File: src/rtl/sequencer_pkg.sv
// Shared microcode definitions: sequencer states, branch-operation encodings
// and the address increment helper used by the sequencer, control store and
// assembler tables.
package sequencer_pkg;

    typedef enum logic [1:0] {
        ST_IDLE = 2'd0,
        ST_RUN  = 2'd1,
        ST_HALT = 2'd2
    } state_t;

    localparam logic [3:0] BOP_CONT     = 4'h0;
    localparam logic [3:0] BOP_DISPATCH = 4'h1;
    localparam logic [3:0] BOP_JZ       = 4'h2;
    localparam logic [3:0] BOP_JNZ      = 4'h3;
    localparam logic [3:0] BOP_JC       = 4'h4;
    localparam logic [3:0] BOP_JNC      = 4'h5;
    localparam logic [3:0] BOP_JN       = 4'h6;
    localparam logic [3:0] BOP_JV       = 4'h7;
    localparam logic [3:0] BOP_CALL     = 4'h8;
    localparam logic [3:0] BOP_RET      = 4'h9;
    localparam logic [3:0] BOP_HALT     = 4'hA;

    // Sequential successor of a microaddress; wraps 8'hFF to 8'h00.
    function automatic logic [7:0] addr_inc(input logic [7:0] a);
        return a + 8'd1;
    endfunction

endpackage

File: src/rtl/micro_stack.sv
// Return-address stack for micro-subroutine calls. Entry 0 is the top; a
// push onto a full stack shifts the oldest entry out of the bottom.
module micro_stack #(
    parameter int STACK_DEPTH = 4
) (
    input  logic       clk,
    input  logic       rst_n,
    input  logic       push,
    input  logic       pop,
    input  logic [7:0] din,
    output logic [7:0] dout,
    output logic       full,
    output logic       empty
);

    localparam int CW = $clog2(STACK_DEPTH + 1);

    logic [7:0]    entry_q [STACK_DEPTH];
    logic [CW-1:0] count_q;

    assign dout  = entry_q[0];
    assign full  = (count_q == CW'(STACK_DEPTH));
    assign empty = (count_q == '0);

    // Shift entries down on push, up on pop; occupancy saturates at depth.
    always_ff @(posedge clk or negedge rst_n) begin
        if (!rst_n) begin
            count_q <= '0;
            for (int i = 0; i < STACK_DEPTH; i++) entry_q[i] <= 8'h00;
        end else if (push) begin
            entry_q[0] <= din;
            for (int i = 1; i < STACK_DEPTH; i++) entry_q[i] <= entry_q[i-1];
            if (!full) count_q <= count_q + CW'(1);
        end else if (pop && !empty) begin
            for (int i = 0; i < STACK_DEPTH - 1; i++) entry_q[i] <= entry_q[i+1];
            entry_q[STACK_DEPTH-1] <= 8'h00;
            count_q <= count_q - CW'(1);
        end
    end

endmodule

File: src/rtl/sequencer.sv
// Microprogram sequencer: computes the next control-store address from the
// current microword's branch fields, ALU flags and a return-address stack.
// dispatch is combinational and valid in the cycle the DISPATCH microword
// is presented; microaddress changes on the following edge.
module sequencer
    import sequencer_pkg::*;
#(
    parameter int STACK_DEPTH = 4
) (
    input  logic       clk,
    input  logic       rst_n,
    input  logic       go,
    input  logic [3:0] opcode,
    input  logic [3:0] bop,
    input  logic       count,
    input  logic [3:0] micro_ad_high,
    input  logic [3:0] micro_ad_low,
    input  logic       zero,
    input  logic       carry,
    input  logic       negative,
    input  logic       overflow,
    output logic [7:0] microaddress,
    output logic       dispatch,
    output logic       halted,
    output logic       stack_err,
    output state_t     dbg_state
);

    state_t     state_q, state_d;
    logic [7:0] addr_q, addr_d;
    logic       err_q, err_d;
    logic       push, pop, stk_full, stk_empty;
    logic [7:0] stk_dout, tgt, inc;

    assign tgt          = {micro_ad_high, micro_ad_low};
    assign inc          = addr_inc(addr_q);
    assign microaddress = addr_q;
    assign halted       = (state_q == ST_HALT);
    assign stack_err    = err_q;
    assign dbg_state    = state_q;

    micro_stack #(.STACK_DEPTH(STACK_DEPTH)) u_stack (
        .clk   (clk),
        .rst_n (rst_n),
        .push  (push),
        .pop   (pop),
        .din   (inc),
        .dout  (stk_dout),
        .full  (stk_full),
        .empty (stk_empty)
    );

    // Next-address, next-state and stack control selection.
    always_comb begin
        state_d  = state_q;
        addr_d   = addr_q;
        err_d    = err_q;
        push     = 1'b0;
        pop      = 1'b0;
        dispatch = 1'b0;
        case (state_q)
            ST_IDLE: if (go) state_d = ST_RUN;
            ST_HALT: if (go) state_d = ST_RUN;
            ST_RUN: begin
                case (bop)
                    BOP_DISPATCH: begin
                        addr_d   = {opcode, 4'h0};
                        dispatch = 1'b1;
                    end
                    BOP_JZ:  addr_d = zero      ? tgt : inc;
                    BOP_JNZ: addr_d = !zero     ? tgt : inc;
                    BOP_JC:  addr_d = carry     ? tgt : inc;
                    BOP_JNC: addr_d = !carry    ? tgt : inc;
                    BOP_JN:  addr_d = negative  ? tgt : inc;
                    BOP_JV:  addr_d = overflow  ? tgt : inc;
                    BOP_CALL: begin
                        push   = 1'b1;
                        addr_d = tgt;
                        if (stk_full) err_d = 1'b1;
                    end
                    BOP_RET: begin
                        pop = 1'b1;
                        if (stk_empty) begin
                            addr_d = 8'h00;
                            err_d  = 1'b1;
                        end else begin
                            addr_d = stk_dout;
                        end
                    end
                    BOP_HALT: begin
                        addr_d  = inc;
                        state_d = ST_HALT;
                    end
                    default: addr_d = count ? inc : tgt;
                endcase
            end
            default: state_d = ST_IDLE;
        endcase
    end

    // Sequencer state, microaddress and sticky stack error registers.
    always_ff @(posedge clk or negedge rst_n) begin
        if (!rst_n) begin
            state_q <= ST_IDLE;
            addr_q  <= 8'h00;
            err_q   <= 1'b0;
        end else begin
            state_q <= state_d;
            addr_q  <= addr_d;
            err_q   <= err_d;
        end
    end

endmodule

File: config.mk
export PLATFORM = sky130hd
export DESIGN_NAME = sequencer
export DESIGN_NICKNAME = d
export VERILOG_FILES = /design/src/rtl/sequencer_pkg.sv /design/src/rtl/micro_stack.sv /design/src/rtl/sequencer.sv
export SDC_FILE = /design/constraint.sdc
export NUM_CORES = 1
export LEC_CHECK = 0
export CORE_AREA = 2 2 91 71
export CTS_CLUSTER_DIAMETER = 60
export DETAILED_ROUTE_END_ITERATION = 12
export DIE_AREA = 0 0 93 73
export DONT_BUFFER_PORTS = 1
export HOLD_SLACK_MARGIN = 0.12
export PLACE_DENSITY = 0.68
export SETUP_SLACK_MARGIN = 0.15
export SYNTH_ARGS = -nofsm -noshare
export SYNTH_HDL_FRONTEND = slang
export SYNTH_SLANG_ARGS = --single-unit
File: constraint.sdc
create_clock -name clk -period 1.89 [get_ports clk]
set_clock_uncertainty 0.05 [all_clocks]
set_input_delay 0.378 -clock clk [delete_from_list [all_inputs] [get_ports clk]]
set_output_delay 0.378 -clock clk [all_outputs]
set_load 0.005 [all_outputs]
Word level (Yosys, flattened, before mapping)

Cells that the tools add are included.

Bits in writable memories: 0
Register bits: 46
Bits in latches: 0
Input bits: 24
Memories: 0
ROM bits: 0
Output and inout bits: 13

Magnitude comparators: 0
Reduce and logical (&&, ||, !) cells: 10
Multiplexer cells: 26
Divide/modulo/power cells: 0
Equality and inequality tests: 18
$add $sub $neg: 3
Bitwise gates (word level): 0
$mul: 0
Shift-type cells: 0

Operator list:

| cell                  | number |
|---|---|
| $pmux W8 S10          | 1 |
| $mux W32              | 2 |
| $mux W8               | 8 |
| $eq A4 B3 Y1 const B  | 4 |
| $eq A4 B4 Y1 const B  | 3 |
| $mux W3               | 3 |
| $add A8 B1 Y8 const B | 1 |
| $eq A4 B2 Y1 const B  | 2 |
| $mux W1               | 8 |
| $ne A2 B1 Y1 const B  | 3 |
| $eq A4 B1 Y1 const B  | 1 |
| $mux W2               | 2 |
| $ne A2 B2 Y1 const B  | 2 |
| $pmux W2 S2           | 1 |
| $reduce_and A2 Y1     | 2 |
| $reduce_and A4 Y1     | 1 |
| $reduce_bool A2 Y1    | 2 |
| $add A3 B1 Y3 const B | 1 |
| $eq A3 B3 Y1 const B  | 1 |
| $logic_not A3 Y1      | 1 |
| $sub A3 B1 Y3 const B | 1 |
| $eq A2 B1 Y1 const B  | 1 |
| $eq A2 B2 Y1 const B  | 1 |
| $logic_not A2 Y1      | 1 |
| 4 further kinds       | 4 |

Longest topological paths before layout

Depth after elaboration: 6
Depth in mapped cells: 8

Cells and area by module

From an unflattened synthesis, not the netlist that was laid out.

Cell total of the unflattened synthesis: 339
Area, all modules: 3029.2 um^2

Modules (own cells, without submodules):

| module      | instances | cells an instance | seq. area each (um^2) | area each (um^2) |
|---|---|---|---|---|
| micro_stack | 1         | 176               | 875.8                 | 1751.7 |
| sequencer   | 1         | 163               | 275.3                 | 1277.5 |

Worst setup path after synthesis

Ideal clock, no wire load.

Kind: input to register
From: input port bop[3]
To: register u_stack.count_q[1]
Data required time: 1.714 ns
Buffers on the path: 1
Library setup time: 0.126 ns
Stages on the path: 6
Arrival time: 1.857 ns
Setup slack: -0.143 ns
Cell sequence: buf_4 nand4bb_4 nor3_2 inv_2 fa_1 o32a_1

Longest elaborated chain between the ends: 6
Elaborated cells on any way between the ends: 11
Those cells by class: eq/ne (3); mux (5); reduce/logical (3)

Ends and longest elaborated chain:

| item                                | RTL line          | text |
|---|---|---|
| from (decl)                         | sequencer.sv:14   | `input logic [3:0] bop,` |
| $eq A4 B4 Y1                        | sequencer.sv:65   | `case (bop)` |
| $mux W1                             | sequencer.sv:65   |  |
| $mux W1                             | sequencer.sv:61   | `case (state_q)` |
| $logic_and A1 B1 Y1                 | micro_stack.sv:34 | `end else if (pop && !empty) begin` |
| $reduce_bool A2 Y1 (no source line) | n/a               |  |
| $reduce_and A2 Y1 (no source line)  | n/a               |  |
| to (signal assigned)                | micro_stack.sv:33 | `if (!full) count_q <= count_q + CW'(1);` |
| to (signal assigned)                | micro_stack.sv:37 | `count_q <= count_q - CW'(1);` |
| to (decl)                           | micro_stack.sv:19 | `logic [CW-1:0] count_q;` |

Several ways; a longest one is shown, not always the timed one.
A chain may end at the register's enable or synchronous reset.

Worst setup path after layout

From: register state_q[1] (netlist: dbg_state[1])
To: register u_stack.count_q[1]

Longest elaborated chain between the ends: 5
Elaborated cells on any way between the ends: 8
Those cells by class: eq/ne (2); mux (3); reduce/logical (3)

Ends and longest elaborated chain:

| item                                | RTL line          | text |
|---|---|---|
| from (decl)                         | sequencer.sv:29   | `state_t state_q, state_d;` |
| from (signal assigned)              | sequencer.sv:108  | `state_q <= state_d;` |
| $eq A2 B1 Y1 *                      | sequencer.sv:61   |  |
| $mux W1                             | sequencer.sv:61   |  |
| $logic_and A1 B1 Y1                 | micro_stack.sv:34 |  |
| $reduce_bool A2 Y1 (no source line) | n/a               |  |
| $reduce_and A2 Y1 (no source line)  | n/a               |  |

Mark *: on every way between the ends. The rest lies on a longest branch, timed or not.

==> impl_metrics.tcl <==
set metrics [dict create \
    rows 25 \
    syn_area_per_cell_um2 9.671 \
    period_share_pct 91.53 \
    worst_pin_slew_ns 0.4395 \
    drive_above_1_share_pct 19.23 \
    crit_required_ns 2.03 \
    finalSetupViolCount 0 \
    wl_um 6540 \
    rsz0062_at_grt "yes" \
    die_y_um 73 \
    overflow 0 \
    dieArea_mm2 0.006789 \
    crit_path_end_kind "register" \
    finalMaxSlewViolations 0 \
    crit_arrival_ns 1.87 \
    synthFlopType "dfrtp_1" \
    die_x_um 93 \
    layout_min_cycle_time_ns 1.730 \
    cts_tree "built" \
    seq_area_frac_synth_pct 44.08 \
    yosysUniqueCellTypes 54 \
    drt-vias-per-instance 6.101 \
    clock_sinks 46 \
    p_leak_nw 1.319 \
    vdd_drop_max_uv 539.5 \
    nNetsFinal 311 \
    coreArea_mm2 0.006006 \
    hold_violations 0 \
    drc 0 \
    yosysWarnings 0 \
    fmax_mhz 578.0 \
    worst-setup-path-type "register to register" \
    portBuffers 0 \
    power_mw 4.014 \
    grt_pass1_vias 2095 \
    dr.pass1.iters 4 \
    hold_ws_ns 0.1852 \
    antenna_found_initial 0 \
    start_kind "register" \
    num_vias 2239 \
    clk_path_buf_depth 2 \
    placed_cell_area_mm2 0.002781 \
    ant_nets 0 \
    place.gp.congestion 0.8109 \
    clock_latency_ns 0.29 \
    cts_buffers 5 \
    num_antenna_cells 0 \
    grt_pass1_wl_um 10620 \
    relSlewSlack_pct 70.70 \
    power_density_mw_per_mm2 1318 \
    syn_to_final_growth_pct 16.67 \
    nFillCells 557 \
    synth_fp_nets 296 \
    hpwl_um 4382 \
    grt_max_degree 47 \
    clk_pin_slew_ns 0.09 \
    synth_edf_count 0 \
    async_reset_ff_share_pct 100.0 \
    status "finished clean" \
    drtIter0Drc 133 \
    final_area_mm2 0.003047 \
    synth_area_mm2 0.002611 \
    critPathMaxFanout 4 \
    ys_ff_latch 46 \
    start_util_pct 43.48 \
    drv_cap 0 \
    boundaryPins 37 \
    wl_per_cell_um 17.82 \
    cts_root_buf "clkbuf_8" \
    grt_util_all_layers_pct 19.78 \
    syn_inst 270 \
    cts_max_level 2 \
    hp-class "input port to register" \
]
==> cells in the final DEF, fill, tap and decap left out, drive strengths merged, types with 3 or more instances in the layout <==
cell,instances
a22o,8
nor3,6
nand2b,6
o21bai,4
nand2,45
xnor2,5
nor2,22
nor2b,7
a21oi,8
mux2i,3
a31oi,6
a211oi,5
o21ai,13
a221oi,5
xor2,4
a221o,6
clkbuf,6
buf,20
and3,4
inv,3
dfrtp,46
a22oi,22
nand3,4
==> where the power goes <==
part / internal, mW / leakage, nW / total, mW / switching, mW
clock network: 0.395 / 0.0514 / 0.727 / 0.332
registers: 1.38 / 0.593 / 1.80 / 0.426
logic: 0.728 / 0.675 / 1.48 / 0.756
total: 2.50 / 1.32 / 4.01 / 1.51
==> worst max-delay path: stages, from the launching register on <==
cell and delay (ns):
dfrtp_1 0.38, nand4bb_4 0.25, nor3_4 0.17, inv_2 0.08, fa_2 0.40, o32a_1 0.29
==> cell usage after synthesis, drive strengths merged, types with 2 or more instances <==
cell type / number / area (um2)
nand2: 45 / 168.9
a21o: 2 / 15.01
nand2b: 6 / 40.04
a22oi: 22 / 165.2
a31oi: 6 / 43.79
mux2i: 3 / 30.03
inv: 3 / 11.26
nor3: 6 / 56.31
a211oi: 5 / 37.54
a22o: 8 / 70.07
nor2: 21 / 81.33
a21oi: 8 / 51.30
o31ai: 2 / 15.01
o32ai: 2 / 36.29
nor2b: 7 / 43.79
xor2: 4 / 35.03
nand3: 4 / 20.02
buf: 9 / 53.80
o21bai: 4 / 30.03
nor4: 2 / 18.77
xnor2: 5 / 43.79
a221oi: 5 / 43.79
o21ai: 13 / 65.06
a221o: 6 / 60.06
o22ai: 2 / 12.51
clkbuf: 5 / 18.77
and3: 4 / 25.02
dfrtp: 46 / 1151
==> area by class of cell <==
type | count | area, um2 | area share, %
clock buffer | 6 | 72.57 | 2.382
multi-input combinational | 208 | 1474 | 48.38
tap | 81 | 101.3 | 3.326
inverter | 3 | 11.26 | 0.3696
clock inverter | 2 | 37.54 | 1.232
sequential | 46 | 1155 | 37.91
timing repair buffer | 21 | 195.2 | 6.407
==> per-stage QoR <==
step,utilization [%],cells,TNS (ns),setup WS [ns]
CTS,49.46,365,0,0.1507
finish,50.73,367,0,0.1600
global placement,46.31,354,-1.748,-0.1012
detailed placement,46.31,354,-3.673,-0.1686
floorplan,-,270,-0.004112,-0.004112
global route,50.73,367,0,0.06532
==> metal layers <==
layer / routed length, um / global-route usage, % / up-vias
li1: - / - / 1050
met1: 3130 / 31.07 / 1109
met2: 2965 / 28.34 / 78
met3: 427 / 4.132 / 2
met4: 16 / 3.431 / 0
met5: 0 / 0 / -
==> logic make-up (layout without fill, tap and decap cells) <==
family,Yosys count,count (layout),share of synthesized area (%)
AND/OR/NAND/NOR,99,100,19.26
AO/OA/AOI/OAI,94,94,28.03
flip-flops,46,46,44.08
buffers and inverters,17,32,3.210
XOR/XNOR,9,9,3.018
multiplexers,3,3,1.150
adder cells (fa/ha/maj),2,2,1.246
==> worst paths after layout <==
kind                                          from            endpoint  slack (ns)  cells after the start
worst max-delay path                  dbg_state[1]  u_stack.count_q[1]        0.16                      5
worst min-delay path                            go        dbg_state[0]        0.19                      2
worst max register to register        dbg_state[1]  u_stack.count_q[1]        0.16                      5
worst min register to register  u_stack.entry_q[1]  u_stack.entry_q[9]        0.45                      2
max in group asynchronous                    rst_n     microaddress[2]        1.02                      2
min in group asynchronous                    rst_n     microaddress[5]        0.55                      2
==> registers in the layout, summed over array words and instances, names as in the netlist <==
signal,cells
dbg_state,2
microaddress,8
stack_err,1
u_stack.count_q,3
u_stack.dout,8
u_stack.entry_q,24
==> repair_timing <==
item | CTS | global route
hold buffers | 2 | 0
pin swaps | 1 | 7
hold endpoints to repair | 46 | 0
resized for setup | 6 | 16
gates cloned | 0 | 1
setup buffers | 1 | 1
endpoints found under the setup margin | 36 | 37
No activity file was read; power rests on OpenSTA's default activity.
